==> src/rtl/fft_bf_sequencer.sv <==
// Radix-2 DIF butterfly sequencer for an in-place N-point FFT.
// Walks every stage and butterfly and issues operand and twiddle read addresses.
// The butterfly enable and the write-back addresses come out of a two-deep delay
// pipeline, so they line up with 1-cycle RAM/ROM reads and a 1-cycle butterfly.
module fft_bf_sequencer #(
    parameter int unsigned LOG2N = 10
) (
    input  logic             clk,
    input  logic             rst,
    input  logic             start,
    output logic             busy,
    output logic             done,
    output logic             rd_en,
    output logic [LOG2N-1:0] rd_addr_a,
    output logic [LOG2N-1:0] rd_addr_b,
    output logic [LOG2N-2:0] tw_addr,
    output logic             bf_enable,
    output logic             wr_en,
    output logic [LOG2N-1:0] wr_addr_a,
    output logic [LOG2N-1:0] wr_addr_b,
    output logic [3:0]       stage
);

    localparam int unsigned N    = 1 << LOG2N;
    localparam int unsigned HALF = N / 2;
    localparam int unsigned KW   = LOG2N - 1;

    typedef enum logic [1:0] {
        IDLE,
        RUN,
        DRAIN,
        DONE
    } state_t;

    state_t state;
    state_t state_next;

    logic [KW-1:0]    k;
    logic             drain_cnt;
    logic [3:0]       stage_q;
    logic             last_k;
    logic             last_stage;

    logic [LOG2N-1:0] span;
    logic [LOG2N-1:0] mask;
    logic [LOG2N-1:0] kx;
    logic [LOG2N-1:0] addr_a;
    logic [LOG2N-1:0] addr_b;
    logic [LOG2N-1:0] tw_full;

    logic [LOG2N-1:0] addr_a_d1;
    logic [LOG2N-1:0] addr_b_d1;

    assign last_k     = (k == KW'(HALF - 1));
    assign last_stage = (stage_q == 4'(LOG2N - 1));
    assign stage      = stage_q;

    // State register.
    always_ff @(posedge clk) begin
        if (rst) begin
            state <= IDLE;
        end else begin
            state <= state_next;
        end
    end

    // Next-state decode and status/read-strobe outputs.
    always_comb begin
        state_next = state;
        busy       = 1'b0;
        done       = 1'b0;
        rd_en      = 1'b0;
        case (state)
            IDLE: begin
                if (start) begin
                    state_next = RUN;
                end
            end
            RUN: begin
                busy  = 1'b1;
                rd_en = 1'b1;
                if (last_k) begin
                    state_next = DRAIN;
                end
            end
            DRAIN: begin
                busy = 1'b1;
                if (drain_cnt) begin
                    state_next = last_stage ? DONE : RUN;
                end
            end
            DONE: begin
                busy       = 1'b1;
                done       = 1'b1;
                state_next = IDLE;
            end
            default: begin
                state_next = IDLE;
            end
        endcase
    end

    // Butterfly, drain and stage counters.
    always_ff @(posedge clk) begin
        if (rst) begin
            k         <= '0;
            drain_cnt <= 1'b0;
            stage_q   <= '0;
        end else begin
            case (state)
                IDLE: begin
                    if (start) begin
                        k         <= '0;
                        drain_cnt <= 1'b0;
                        stage_q   <= '0;
                    end
                end
                RUN: begin
                    if (last_k) begin
                        k <= '0;
                    end else begin
                        k <= k + 1'b1;
                    end
                    drain_cnt <= 1'b0;
                end
                DRAIN: begin
                    drain_cnt <= ~drain_cnt;
                    if (drain_cnt && !last_stage) begin
                        stage_q <= stage_q + 4'd1;
                    end
                end
                DONE: begin
                    stage_q <= '0;
                end
                default: begin
                    k <= '0;
                end
            endcase
        end
    end

    // Address generation: a is k with a zero bit inserted at the span position,
    // b sets that bit, and the twiddle index is the in-group position scaled by 2**stage.
    always_comb begin
        span    = LOG2N'(HALF) >> stage_q;
        mask    = span - LOG2N'(1);
        kx      = {1'b0, k};
        addr_a  = ((kx & ~mask) << 1) | (kx & mask);
        addr_b  = addr_a | span;
        tw_full = (kx & mask) << stage_q;

        rd_addr_a = '0;
        rd_addr_b = '0;
        tw_addr   = '0;
        if (rd_en) begin
            rd_addr_a = addr_a;
            rd_addr_b = addr_b;
            tw_addr   = tw_full[KW-1:0];
        end
    end

    // Delay pipeline aligning butterfly enable and write-back with the read data.
    always_ff @(posedge clk) begin
        if (rst) begin
            bf_enable <= 1'b0;
            wr_en     <= 1'b0;
            addr_a_d1 <= '0;
            addr_b_d1 <= '0;
            wr_addr_a <= '0;
            wr_addr_b <= '0;
        end else begin
            bf_enable <= rd_en;
            wr_en     <= bf_enable;
            addr_a_d1 <= rd_addr_a;
            addr_b_d1 <= rd_addr_b;
            wr_addr_a <= addr_a_d1;
            wr_addr_b <= addr_b_d1;
        end
    end

endmodule

==> config.mk <==
export PLATFORM = sky130hd
export DESIGN_NAME = fft_bf_sequencer
export DESIGN_NICKNAME = d
export VERILOG_FILES = /design/src/rtl/fft_bf_sequencer.sv
export SDC_FILE = /design/constraint.sdc
export NUM_CORES = 1
export LEC_CHECK = 0
export CAP_MARGIN = 0
export CORE_MARGIN = 5
export CORE_UTILIZATION = 40
export DETAILED_ROUTE_END_ITERATION = 10
export PLACE_DENSITY = 0.77
export REMOVE_ABC_BUFFERS = 1
export SYNTH_ARGS = -nofsm -noshare
export SYNTH_HDL_FRONTEND = slang
export SYNTH_SLANG_ARGS = --single-unit
==> constraint.sdc <==
create_clock -name clk -period 7.86 [get_ports clk]
set_clock_uncertainty 0.2 [all_clocks]
set_input_delay 1.179 -clock clk [delete_from_list [all_inputs] [get_ports clk]]
set_output_delay 1.179 -clock clk [all_outputs]
set_load 0.01 [all_outputs]
### Word level (Yosys, flattened, before mapping)

Cells that the tools add are included.

| word-level totals | value |
|---|---|
| register bits | 58 |
| input port bits | 3 |
| output and inout port bits | 58 |
| word-level logic and storage cells | 60 |

| operators by class | value |
|---|---|
| add/sub/neg operators | 3 |
| eq/ne operators | 9 |
| shift-type cells | 2 |
| multiplexer cells | 19 |
| bitwise logic cells | 6 |
| reductions and logical operators | 11 |

Operator list:

| kind | number |
|---|---|
| $mux 9 | 3 |
| $mux 10 | 2 |
| $or 10x10->10 | 2 |
| $pmux 9 s2 | 1 |
| $pmux 4 s3 | 1 |
| $and 9x10->10 | 1 |
| $shl 10x4->9 | 1 |
| $shr 10x4->10 const A | 1 |
| $sub 10x1->10 const B | 1 |
| $add 9x1->9 const B | 1 |
| $and 9x9->9 | 1 |
| $eq 9x9->1 const B | 1 |
| $not 9->9 | 1 |
| $mux 2 | 4 |
| $mux 4 | 2 |
| $ne 2x2->1 const B | 4 |
| $pmux 2 s4 | 1 |
| $reduce_and 3->1 | 2 |
| $reduce_bool 3->1 | 2 |
| $add 4x1->4 const B | 1 |
| $eq 2x2->1 const B | 2 |
| $eq 4x4->1 const B | 1 |
| $mux 1 | 4 |
| $reduce_and 2->1 | 2 |
| other kinds (8) | 8 |

### Longest topological paths before layout

Gate-level depths: netlist of the first run.

| depth | value |
|---|---|
| depth after elaboration | 7 |
| gate-level depth with buffers | 12 |
| mapped depth without buffers | 10 |

### Worst setup path after synthesis of the first run

No wires, ideal clock.

| timing | value |
|---|---|
| path type | register -> output |
| start point | register stage_q[0], in the netlist stage[0] |
| end point | output tw_addr[7] |
| arrival time | 2.945 ns |
| data required time | 6.481 ns |
| path slack | 3.536 ns |
| stages on the path, launching flop included | 13 |
| path buffers | 3 |
| cells stage by stage | dfxtp_1 > buf_2 > inv_1 > clkbuf_1 > ha_1 > clkbuf_1 > nand3_1 > ha_1 > or3b_1 > nand3_1 > a21boi_0 > mux4_2 > a32o_1 |

| on the way | value |
|---|---|
| cells in the longest elaborated chain, start to end | 5 |

Ends and longest elaborated chain:

| what | RTL line | text |
|---|---|---|
| start: declaration | 40 | `logic [3:0] stage_q;` |
| start signal: assignment | 129 | `stage_q <= stage_q + 4'd1;` |
| $shr 10x4->10 | 145 | `span = LOG2N'(HALF) >> stage_q;` |
| $sub 10x1->10 | 146 | `mask = span - LOG2N'(1);` |
| $and 9x10->10 | 150 | `tw_full = (kx & mask) << stage_q;` |
| $shl 10x4->9 (*) | 150 |  |
| $mux 9 (*) | 155 | `if (rd_en) begin` |
| end: declaration | 16 | `output logic [LOG2N-2:0] tw_addr,` |

Mark *: on every way between the ends. The rest lies on a longest branch, timed or not.

### Worst setup path in the final report of the first run

| timing | value |
|---|---|
| start point | register stage_q[1], in the netlist stage[1] |
| end point | output tw_addr[8] |

Same word-level chain as after synthesis.

==> results.txt, run 1 <==
In this run the worst path has a maximum fanout of 19. In the synthesized netlist, the number of instances is 336. For this design the ratio of total power to cell area is 267.9 nW/um2. The count of unresolved DRC violations after routing was 0. TritonCTS built the clock tree. The number of antenna violations at the first check in global routing was 0; the number of diodes added for antenna fixing was 0. The floorplan step set the die width to 94.84 um. Of the available clock period, the critical path in the final layout requires 73.16%. The post-route minimum period was 5.750 ns; the minimum setup slack after placement was 2.537 ns.

By area the synthesized netlist is led by sky130_fd_sc_hd__dfxtp_1 (40%), sky130_fd_sc_hd__nor2b_1 (9.1%), sky130_fd_sc_hd__ha_1 (6.1%). Tracing the worst setup path back leads to its startpoint at stage[1]. Setup repair after global routing left no endpoint under its margin. The top achievable clock speed came out at 173.9 MHz. The floorplan step set the die height to 94.84 um. For the worst setup path, the data required time is 6.48 ns.

Entering global routing, the biggest net connects 33 pins. The number of buffers added on ports was 60; the number of optimization iterations in the first detailed-route pass was 4. Cell area after synthesis: 2879 um2. The total length of routed met2 wires was 3487 um.

The worst register-to-register path begins at stage[1]. Fill cell instance count of the final layout: 667. The flow ran to the end, and the final reports show no timing, DRC or antenna violations. After synthesis, the netlist uses 58 different library cells.

Initial core utilization: 40.34%. After detailed routing, the total wire length is 7375 um. The deepest level of the CTS H-tree was 3; the number of buffers added by the clock tree synthesis step was 9.

For the static power due to leakage, the log shows 1.398 nW. Source of the worst hold timing path: addr_b_d1[3]. The number of global-route vias before repair came out at 2369.

Detailed routing placed a total of 486 um of wire on met3. The kind of path behind the tightest hold check was reg2reg. The antenna violation net count after detailed routing was 0; the async set-or-reset flop fraction in the synthesized netlist was 0%. In the routed layout, each cell is associated on average with a via count of 5.234.

For this run the aggregate overflow at the end of global routing stands at 0. Dividing the detail-routed wire length by the instance count gives 15.02 um. Clock-pin slew was measured on the worst setup and hold paths at 0.06 ns.

After synthesis the netlist holds a flip-flop and latch count of 58. The yosys synthesis warning count was 0. The worst-case IR drop observed on VDD is 0.1192 mV.

The run gives 2570 as the via count of the routed design. Cell at the root of the clock tree: sky130_fd_sc_hd__clkbuf_8. The logs give 61 for the number of ports placed on the die boundary and 0 for the final count of pins violating max slew.

sky130_fd_sc_hd__dfxtp_1 takes more of the synthesized area than any other cell. The number of buffers inserted by hold repair at cts is 0, and the number of flops mapped to enable cells by yosys is 0. The first global-routing pass estimated 11940 um of wire. The HPWL after detailed placement is 5430 um.

The share of layout cells above drive strength 1 is 5.102%, and the post-CTS setup buffer count is 0. For the floorplan core area, the log shows 7137 um2. The final hold violation count is 0, and the worst slew slack as a fraction of its limit is 31.99%.

The share of the synthesized area in the top cell type is 40.33%. In the final timing run, aggregate negative setup slack is 0 ns. The tools report the number of endpoints failing setup at the final stage as 0.

After synthesis, the mean cell area works out to 8.568 um2. At the pin with the least slew margin, the transition time is 1.020 ns. For the worst-skew pair, the clock arrives at the later sink with an insertion delay of 0.34 ns.

For this run, the post-layout net count is 405. The max-cap violation count is 0, and the clock sink count is 58. Worst setup slack after layout: 2.110 ns. The worst setup path is captured at a primary output. Relative area change from synthesis to final layout: 29.90%. Met1 layer wirelength in the final routing: 3253 um. Sequential share of the synthesized area: 40.33%. After detailed routing, no signal wire sits above met4. The total of cells resized after clock tree synthesis is 0, and the number of buffers on the longest clock path is 2. The tools report the overall track demand over capacity in global routing as 17.10%. The run gives 8995 um2 as the die footprint.

The data arrival time at the worst-slack endpoint came out at 4.37 ns. The worst setup path is of the reg2out kind. The site row count was 31. Among all flip-flop cells after synthesis, the most frequent one is sky130_fd_sc_hd__dfxtp_1. The tools report the number of DRC markers after the initial detailed-route iteration as 228. The worst setup path is launched from a flop.

At the end of routability-driven placement, the weighted congestion stood at 0.9177.
worst max-delay path, cell delays in order, from the launching register on:
cell and delay, ns:
sky130_fd_sc_hd__dfxtp_1 0.70, sky130_fd_sc_hd__inv_1 0.22, sky130_fd_sc_hd__ha_1 0.42, sky130_fd_sc_hd__and3_1 0.32, sky130_fd_sc_hd__inv_1 0.14, sky130_fd_sc_hd__ha_1 0.28
sky130_fd_sc_hd__or3b_1 0.41, sky130_fd_sc_hd__o311ai_1 0.34, sky130_fd_sc_hd__a21oi_1 0.12, sky130_fd_sc_hd__a2111oi_1 0.47, sky130_fd_sc_hd__nor4_2 0.10, sky130_fd_sc_hd__clkdlybuf4s50_1 0.50
cells in the mapped netlist (3+ instances only):
library cell               count
sky130_fd_sc_hd__ha_1         14
sky130_fd_sc_hd__inv_1        13
sky130_fd_sc_hd__or3_1         6
sky130_fd_sc_hd__nand2b_1      5
sky130_fd_sc_hd__a21boi_0      8
sky130_fd_sc_hd__and3_1        5
sky130_fd_sc_hd__nand3_1       6
sky130_fd_sc_hd__nand4_1       4
sky130_fd_sc_hd__dfxtp_1      58
sky130_fd_sc_hd__a32oi_1       4
sky130_fd_sc_hd__nor2_1       32
sky130_fd_sc_hd__buf_2         5
sky130_fd_sc_hd__nand2_1      30
sky130_fd_sc_hd__a21o_1        3
sky130_fd_sc_hd__clkbuf_1     13
sky130_fd_sc_hd__nor2b_1      42
sky130_fd_sc_hd__o21ai_0       9
sky130_fd_sc_hd__a21oi_1      16
sky130_fd_sc_hd__nor3_1        6
sky130_fd_sc_hd__and2_1        3
sky130_fd_sc_hd__a31oi_1       3
sky130_fd_sc_hd__xnor2_1       6
cells in the final DEF (no fill, tap or decap), drive strengths merged, types with 6 or more instances in the layout:
| cell type | netlist | routed |
|---|---|---|
| a21boi | 9 | 9 |
| a21oi | 16 | 16 |
| clkbuf | 13 | 11 |
| clkdlybuf4s50 | 0 | 60 |
| dfxtp | 58 | 58 |
| ha | 14 | 14 |
| inv | 13 | 13 |
| nand2 | 30 | 30 |
| nand3 | 6 | 6 |
| nor2 | 32 | 32 |
| nor2b | 42 | 42 |
| nor3 | 6 | 6 |
| o21ai | 9 | 9 |
| or3 | 6 | 6 |
| xnor2 | 6 | 6 |
where the power goes:
part / total, mW / internal, mW / switching (mW) / leakage, nW
combinational: 0.352 / 0.144 / 0.208 / 0.824
sequential: 0.347 / 0.313 / 0.0337 / 0.468
clock: 0.303 / 0.186 / 0.117 / 0.106
metrics by stage:
step                cells  instance area (um2)  power, mW  hold WS, ns  util (%)
global route          491                 3740      1.066       0.2561     52.40
detailed placement    476                 3522     0.7031       0.2204     49.35
global placement      476                 3522     0.6984       0.2156     49.35
floorplan             316                 2790     0.5760       0.2138         -
CTS                   491                 3740      1.006       0.2320     52.40
finish                491                 3740      1.002       0.2329     52.40
flip-flops by register name, indices dropped and copies added (netlist names):
signal / cells
addr_a_d1: 10
state: 2
stage: 4
wr_addr_b: 10
wr_addr_a: 10
addr_b_d1: 10
wr_en: 1
k: 9
bf_enable: 1
drain_cnt: 1
cell type report:
cell class / instances / area, um2 / area share (%)
clock buffer: 11 / 141.4 / 3.781
timing repair buffer: 61 / 608.1 / 16.26
multi-input combinational: 245 / 1580 / 42.26
inverter: 13 / 48.80 / 1.305
tap: 99 / 123.9 / 3.312
clock inverter: 4 / 76.32 / 2.041
sequential: 58 / 1161 / 31.05
layer usage:
layer / global-route usage (%) / up-vias
li1: - / 1281
met1: 20.97 / 1187
met2: 28.66 / 87
met3: 4.143 / 15
met4: 6.851 / 0
met5: 0 / -
cells by family after synthesis:
family	count (synthesis)	share of synthesized area (%)
and+or+nand+nor	149	27.12
AOI/OAI and AO/OA	72	18.12
DFF	58	40.33
buffers and inverters	33	4.780
adders and majority gates	14	6.084
xor gates and xnor gates	8	2.434
muxes	2	1.130
final timing paths:
kind | endpoint | slack, ns | depth (start not counted)
worst max-delay path | tw_addr[8] | 2.11 | 11
worst min-delay path | wr_addr_b[3] | 0.23 | 1
worst max register to register | addr_b_d1[8] | 4.13 | 10
worst min register to register | wr_addr_b[3] | 0.23 | 1
(Power assumes the default switching activity.)
==> run 2, diff against run 1 <==
==> constraint.sdc (replaced) <==
create_clock -name clk -period 5.7 [get_ports clk]
set_clock_uncertainty 0.2 [all_clocks]
set_input_delay 0.855 -clock clk [delete_from_list [all_inputs] [get_ports clk]]
set_output_delay 0.855 -clock clk [all_outputs]
set_load 0.01 [all_outputs]
==> results.txt, run 2 (same netlist as run 1, synthesis figures left out) <==
For the number of global-route vias before repair, the log shows 2421. The signal on the critical path passes through inv_1 > ha_1 > nand3_1 > ha_1 > or3b_1 > o311ai_1 > a21oi_1 > a2111oi_1 > nor4_2 > clkdlybuf4s50_1. The first-pass GRT wire length is 12000 um, and the switching power summed over all nets is 0.4913 mW. Across the VDD grid, the largest voltage drop is 0.1603 mV. The relative area change from synthesis to final layout was 30.68%. The flow ran to the end, and the final reports show no timing, DRC or antenna violations. The end point of the most critical hold path is wr_addr_a[5]. The number of ports placed on the die boundary came out at 61.

For this design, the sink count on the clock tree is 58. The tools report the worst slew slack as a fraction of its limit as 36.88%. Period utilization: 90.10%.

The most prevalent standard cell on the critical path was sky130_fd_sc_hd__ha_1. The startpoint identified for the worst hold timing path is addr_a_d1[5]. In the layout the commonest cells are sky130_fd_sc_hd__clkdlybuf4s50_1 (60), sky130_fd_sc_hd__dfxtp_1 (58), sky130_fd_sc_hd__nor2b_1 (42). In the global route stage, overall resource usage came out at 17.27%. The worst reg2reg path endpoint is addr_b_d1[8]. In the routed layout, each cell is associated on average with a via count of 5.229. The count of unresolved DRC violations after routing was 0; the worst stage delay on the critical path was 0.59 ns. The final layout contains routed wiring with a total length of 7503 um. The placement-stage cell area is 3545 um2, and the antenna violation net count after detailed routing is 0. The number of buffers and inverters on the critical path is 2. The via count of the routed design is 2583.

The clock network burns 29.8% of the power. The number of buffers inserted by hold repair at cts is 0, and the number of cells on the worst reg-to-reg path is 9. The final weighted congestion in routability-driven placement was 0.8878. For the net total in the final layout, the log shows 408. TritonCTS built the clock tree. The top achievable clock speed was 194.7 MHz; the total of cells resized after clock tree synthesis was 0.

Counting I/O delays and the setup requirement, the final critical path takes 5.135 ns. For this run the aggregate overflow at the end of global routing stands at 0. The cell family contributing the most delay on the critical path is compound AO/OA/AOI/OAI gates. The worst setup path is launched from a flop. The clock slew at the register clock pins of the worst setup and hold paths is 0.06 ns. The run gives 0 as the number of diodes added for antenna fixing. The worst setup path is captured at a primary output. The first TritonRoute pass finished after 4 iterations. The final hold violation count is 0, and the die height is 94.84 um. The mean routed wirelength per cell was 15.19 um; the die footprint was 8995 um2. The data arrival time at the worst-slack endpoint was 4.08 ns; the number of buffers added on ports was 60.

The H-tree was split into 3 levels. The cell depth of the worst min-delay path is 1. For the power after layout, the log shows 1.384 mW. Along the worst path, the maximum fanout reaches 12.

The total negative slack is 0 ns, and the floorplan core area is 7137 um2. Setup slack on the worst reg-to-reg path comes out at 2.25 ns. The clock passes through at most 2 buffers.

The tools report the final cell count without fillers as 494. The worst-case hold slack is 0.2328 ns. The number of buffers added by the clock tree synthesis step was 9; the post-CTS setup buffer count was 0. The logs give 0 for the max-cap violation count and 31 for the site row count. The final instance area is 3762 um2. The power density over cell area was 368.0 nW/um2. The run gives 0.8931 mW as the internal cell power.

Setup repair after global routing left no endpoint under its margin. The share of layout cells above drive strength 1 came out at 5.823%. The share of total power dissipated in combinational logic is 37.1%.

Entering global routing, the biggest net connects 33 pins. The logs give 0 for the final count of pins violating max slew and 0.34 ns for the insertion delay of the later-clocked pin in the worst-skew pair. The proportion of total power due to net switching is 35.49%, and the static power due to leakage is 1.414 nW. Path type of the worst setup path: reg2out.

Kind of path behind the tightest hold check: reg2reg. In this run the horizontal extent of the chip is 94.84 um. The detailed-placement wirelength estimate was 5543 um. Standard cell with the maximum stage delay on the critical path: sky130_fd_sc_hd__dfxtp_1. In this run the clock root is driven by a sky130_fd_sc_hd__clkbuf_8. For the pin with the worst max-slew slack, the measured transition is 0.9467 ns. The detailed router finished its first iteration with 222 violations. The tools report the source of the worst register-to-register timing path as stage[0]. Setup violations remaining at the end of the flow were counted as 0.

The number of antenna violations at the first check in global routing is 0. The portion of total power attributed to sequential cells is 33.0%, and the initial core utilization is 40.34%. Leaving out fill and tap cells, the most frequent cell in the layout is sky130_fd_sc_hd__clkdlybuf4s50_1.

After detailed placement, the design holds a cell count of 479. For the worst setup path, the data required time is 4.64 ns.
[run 2: cell types whose count changed in the layout (fill, tap and decap cells not counted)]
cell	previous run	this run
sky130_fd_sc_hd__buf_4	1	4
[run 2: worst max-delay path by stage]
| stage | start | to | slack [ns] | depth (start not counted) |
|---|---|---|---|---|
| finish | stage[0] | tw_addr[8] | 0.56 | 10 |
| global route | stage[0] | tw_addr[8] | 0.26 | 10 |
| CTS | stage[0] | tw_addr[8] | 0.60 | 10 |
| detailed placement | stage[0] | tw_addr[8] | 0.97 | 10 |
| global placement | stage[0] | tw_addr[8] | 1.09 | 10 |
| floorplan | stage[1] | tw_addr[7] | 1.59 | 10 |
[run 2: area by class of cell]
class	instances	area [um2]
fill	691	3374
multi-input combinational	245	1580
tap	99	123.9
inverter	13	48.80
clock buffer	11	141.4
sequential	58	1161
timing repair buffer	64	630.6
clock inverter	4	76.32
[run 2: worst reg2reg max path, stage by stage (launching register included)]
cell	delay, ns
sky130_fd_sc_hd__dfxtp_1	0.59
sky130_fd_sc_hd__inv_1	0.30
sky130_fd_sc_hd__ha_1	0.42
sky130_fd_sc_hd__nand3_1	0.18
sky130_fd_sc_hd__ha_1	0.28
sky130_fd_sc_hd__or3b_1	0.42
sky130_fd_sc_hd__o311ai_1	0.36
sky130_fd_sc_hd__nand2_1	0.11
sky130_fd_sc_hd__a32oi_1	0.34
sky130_fd_sc_hd__a21oi_1	0.12
[run 2: power groups by stage]
stage | Sequential (mW) | Clock, mW | Combinational, mW
finish | 0.457 | 0.413 | 0.514
global route | 0.461 | 0.441 | 0.562
CTS | 0.457 | 0.420 | 0.516
detailed placement | 0.466 | 0 | 0.511
global placement | 0.464 | 0 | 0.504
floorplan | 0.478 | 0 | 0.316
[run 2: metrics by stage]
stage                     setup WS (ns)  utilization [%]
after CTS                        0.5973            52.72
final                            0.5645            52.72
after detailed placement         0.9745            49.67
after global placement            1.086            49.67
after floorplan                   1.588                -
after global routing             0.2611            52.72
[run 2: per-layer routing]
metal / vias up / GRT usage [%] / part of all wire (%)
li1: 1277 / - / -
met1: 1227 / 20.35 / 43
met2: 69 / 29.59 / 50
met3: 10 / 4.622 / 5.4
met4: 0 / 6.971 / 1.4
met5: - / 0 / 0
==> run 3, diff against run 2 <==
--- a/config.mk
+++ b/config.mk
@@ -8,6 +8,7 @@
 export CAP_MARGIN = 0
 export CORE_MARGIN = 5
 export CORE_UTILIZATION = 40
+export CTS_CLUSTER_SIZE = 30
 export DETAILED_ROUTE_END_ITERATION = 10
 export PLACE_DENSITY = 0.77
 export REMOVE_ABC_BUFFERS = 1
==> results of run 3 <==
No change in the layout: final DEF, timing and power equal those of run 2.
==> patch (settings of run 2) <==
Remove the register `wr_addr_a`: a continuous assignment takes its place, so the output `wr_addr_a` follows one clock earlier.
--- a/src/rtl/fft_bf_sequencer.sv
+++ b/src/rtl/fft_bf_sequencer.sv
@@ -167,5 +167,4 @@
             addr_a_d1 <= '0;
             addr_b_d1 <= '0;
-            wr_addr_a <= '0;
             wr_addr_b <= '0;
         end else begin
@@ -174,9 +173,10 @@
             addr_a_d1 <= rd_addr_a;
             addr_b_d1 <= rd_addr_b;
-            wr_addr_a <= addr_a_d1;
             wr_addr_b <= addr_b_d1;
         end
     end
 
+    assign wr_addr_a = addr_a_d1;
+
 endmodule
 
Behaviour: not the same (a bounded check fails within 4 cycles, from zero or initial values and one cycle with rst high).
==> patch against run 2 <==
Setup slack improved by 230 ps. Critical path type unchanged. Synthesized cell count fell by 3.0%. Via count is 4.4% lower. Sequential cell count down 10. Routed wire length fell by 7.5%. Power shrank 35%. Cell count decreased by 7.7%. Cell area down 8.5%. Area after synthesis decreased by 7.4%. Critical endpoint is now tw_addr[6].
==> patch: results <==
export IMPL_status="finished, final reports clean"
export IMPL_multi_input_area_sq_um=1570
export IMPL_n_all_buffers=67
export IMPL_worst_pin_slew_ps=694
export IMPL_peakVddDrop_uv=171
export IMPL_routed_via_density=5.41
export IMPL_worstSkewPairLatency_ps=300
export IMPL_combPwrFrac_pct=30.1
export IMPL_dpl_worst_slack_ps=1220
export IMPL_internal_power_uw=611
export IMPL_hpwlAfterDp_um=5190
export IMPL_use_met2_pct=27.6
export IMPL_drt_iter0_markers=242
export IMPL_nClkBuffers=6
export IMPL_synth_seq_cells=48
export IMPL_placed_area_sq_um=3320
export IMPL_cts_buffers=5
export IMPL_finalCritPeriodShare_pct=86.0
export IMPL_gr_usage_met1_pct=22.0
export IMPL_vias=2469
export IMPL_cp_slowest_stage_delay_ps=780
export IMPL_syn_inst=326
export IMPL_yosysSeqAreaShare_pct=36.1
export IMPL_cp_max_fo=21
export IMPL_n_all_inverters=11
export IMPL_reg2reg_slack_ps=2390
export IMPL_seq_share_pct=27.9
export IMPL_clock_tree_area_fraction_pct=3.53
export IMPL_gp_congestion=0.865
export IMPL_p_leak_nw=1.24
export IMPL_grt_pass1_wl_um=11600
export IMPL_synth_cell_types=57
export IMPL_drive_above_1_share_pct=6.33
export IMPL_buf_share_pct=19.0
export IMPL_wirelength_um=6940
export IMPL_met2_length_um=3300
export IMPL_synth_area_leaders="dfxtp_1 (36%), nor2b_1 (7.7%), ha_1 (6.6%)"
export IMPL_arrival_ps=3850
export IMPL_clk_pin_slew_ps=90
## patch: worst paths after layout
check,startpoint,end,depth (start not counted)
worst max-delay path,stage[3]$_SDFFE_PP0P_,tw_addr[6],10
worst min-delay path,addr_b_d1[5]$_SDFF_PP0_,wr_addr_b[5]$_SDFF_PP0_,1
worst min register to register,addr_b_d1[5]$_SDFF_PP0_,wr_addr_b[5]$_SDFF_PP0_,1
worst max register to register,stage[3]$_SDFFE_PP0P_,addr_b_d1[6]$_SDFF_PP0_,8
## patch: cells by family (layout without fill, tap and decap cells)
family | Yosys count | in the layout | share of synthesized area (%)
AND/OR/NAND/NOR | 146 | 146 | 28.5
AO/OA/AOI/OAI | 75 | 75 | 20.3
flip-flops | 48 | 48 | 36.1
buffers and inverters | 33 | 86 | 5.12
adder cells (fa/ha/maj) | 14 | 14 | 6.57
XOR/XNOR | 7 | 7 | 2.30
multiplexers | 3 | 3 | 1.13
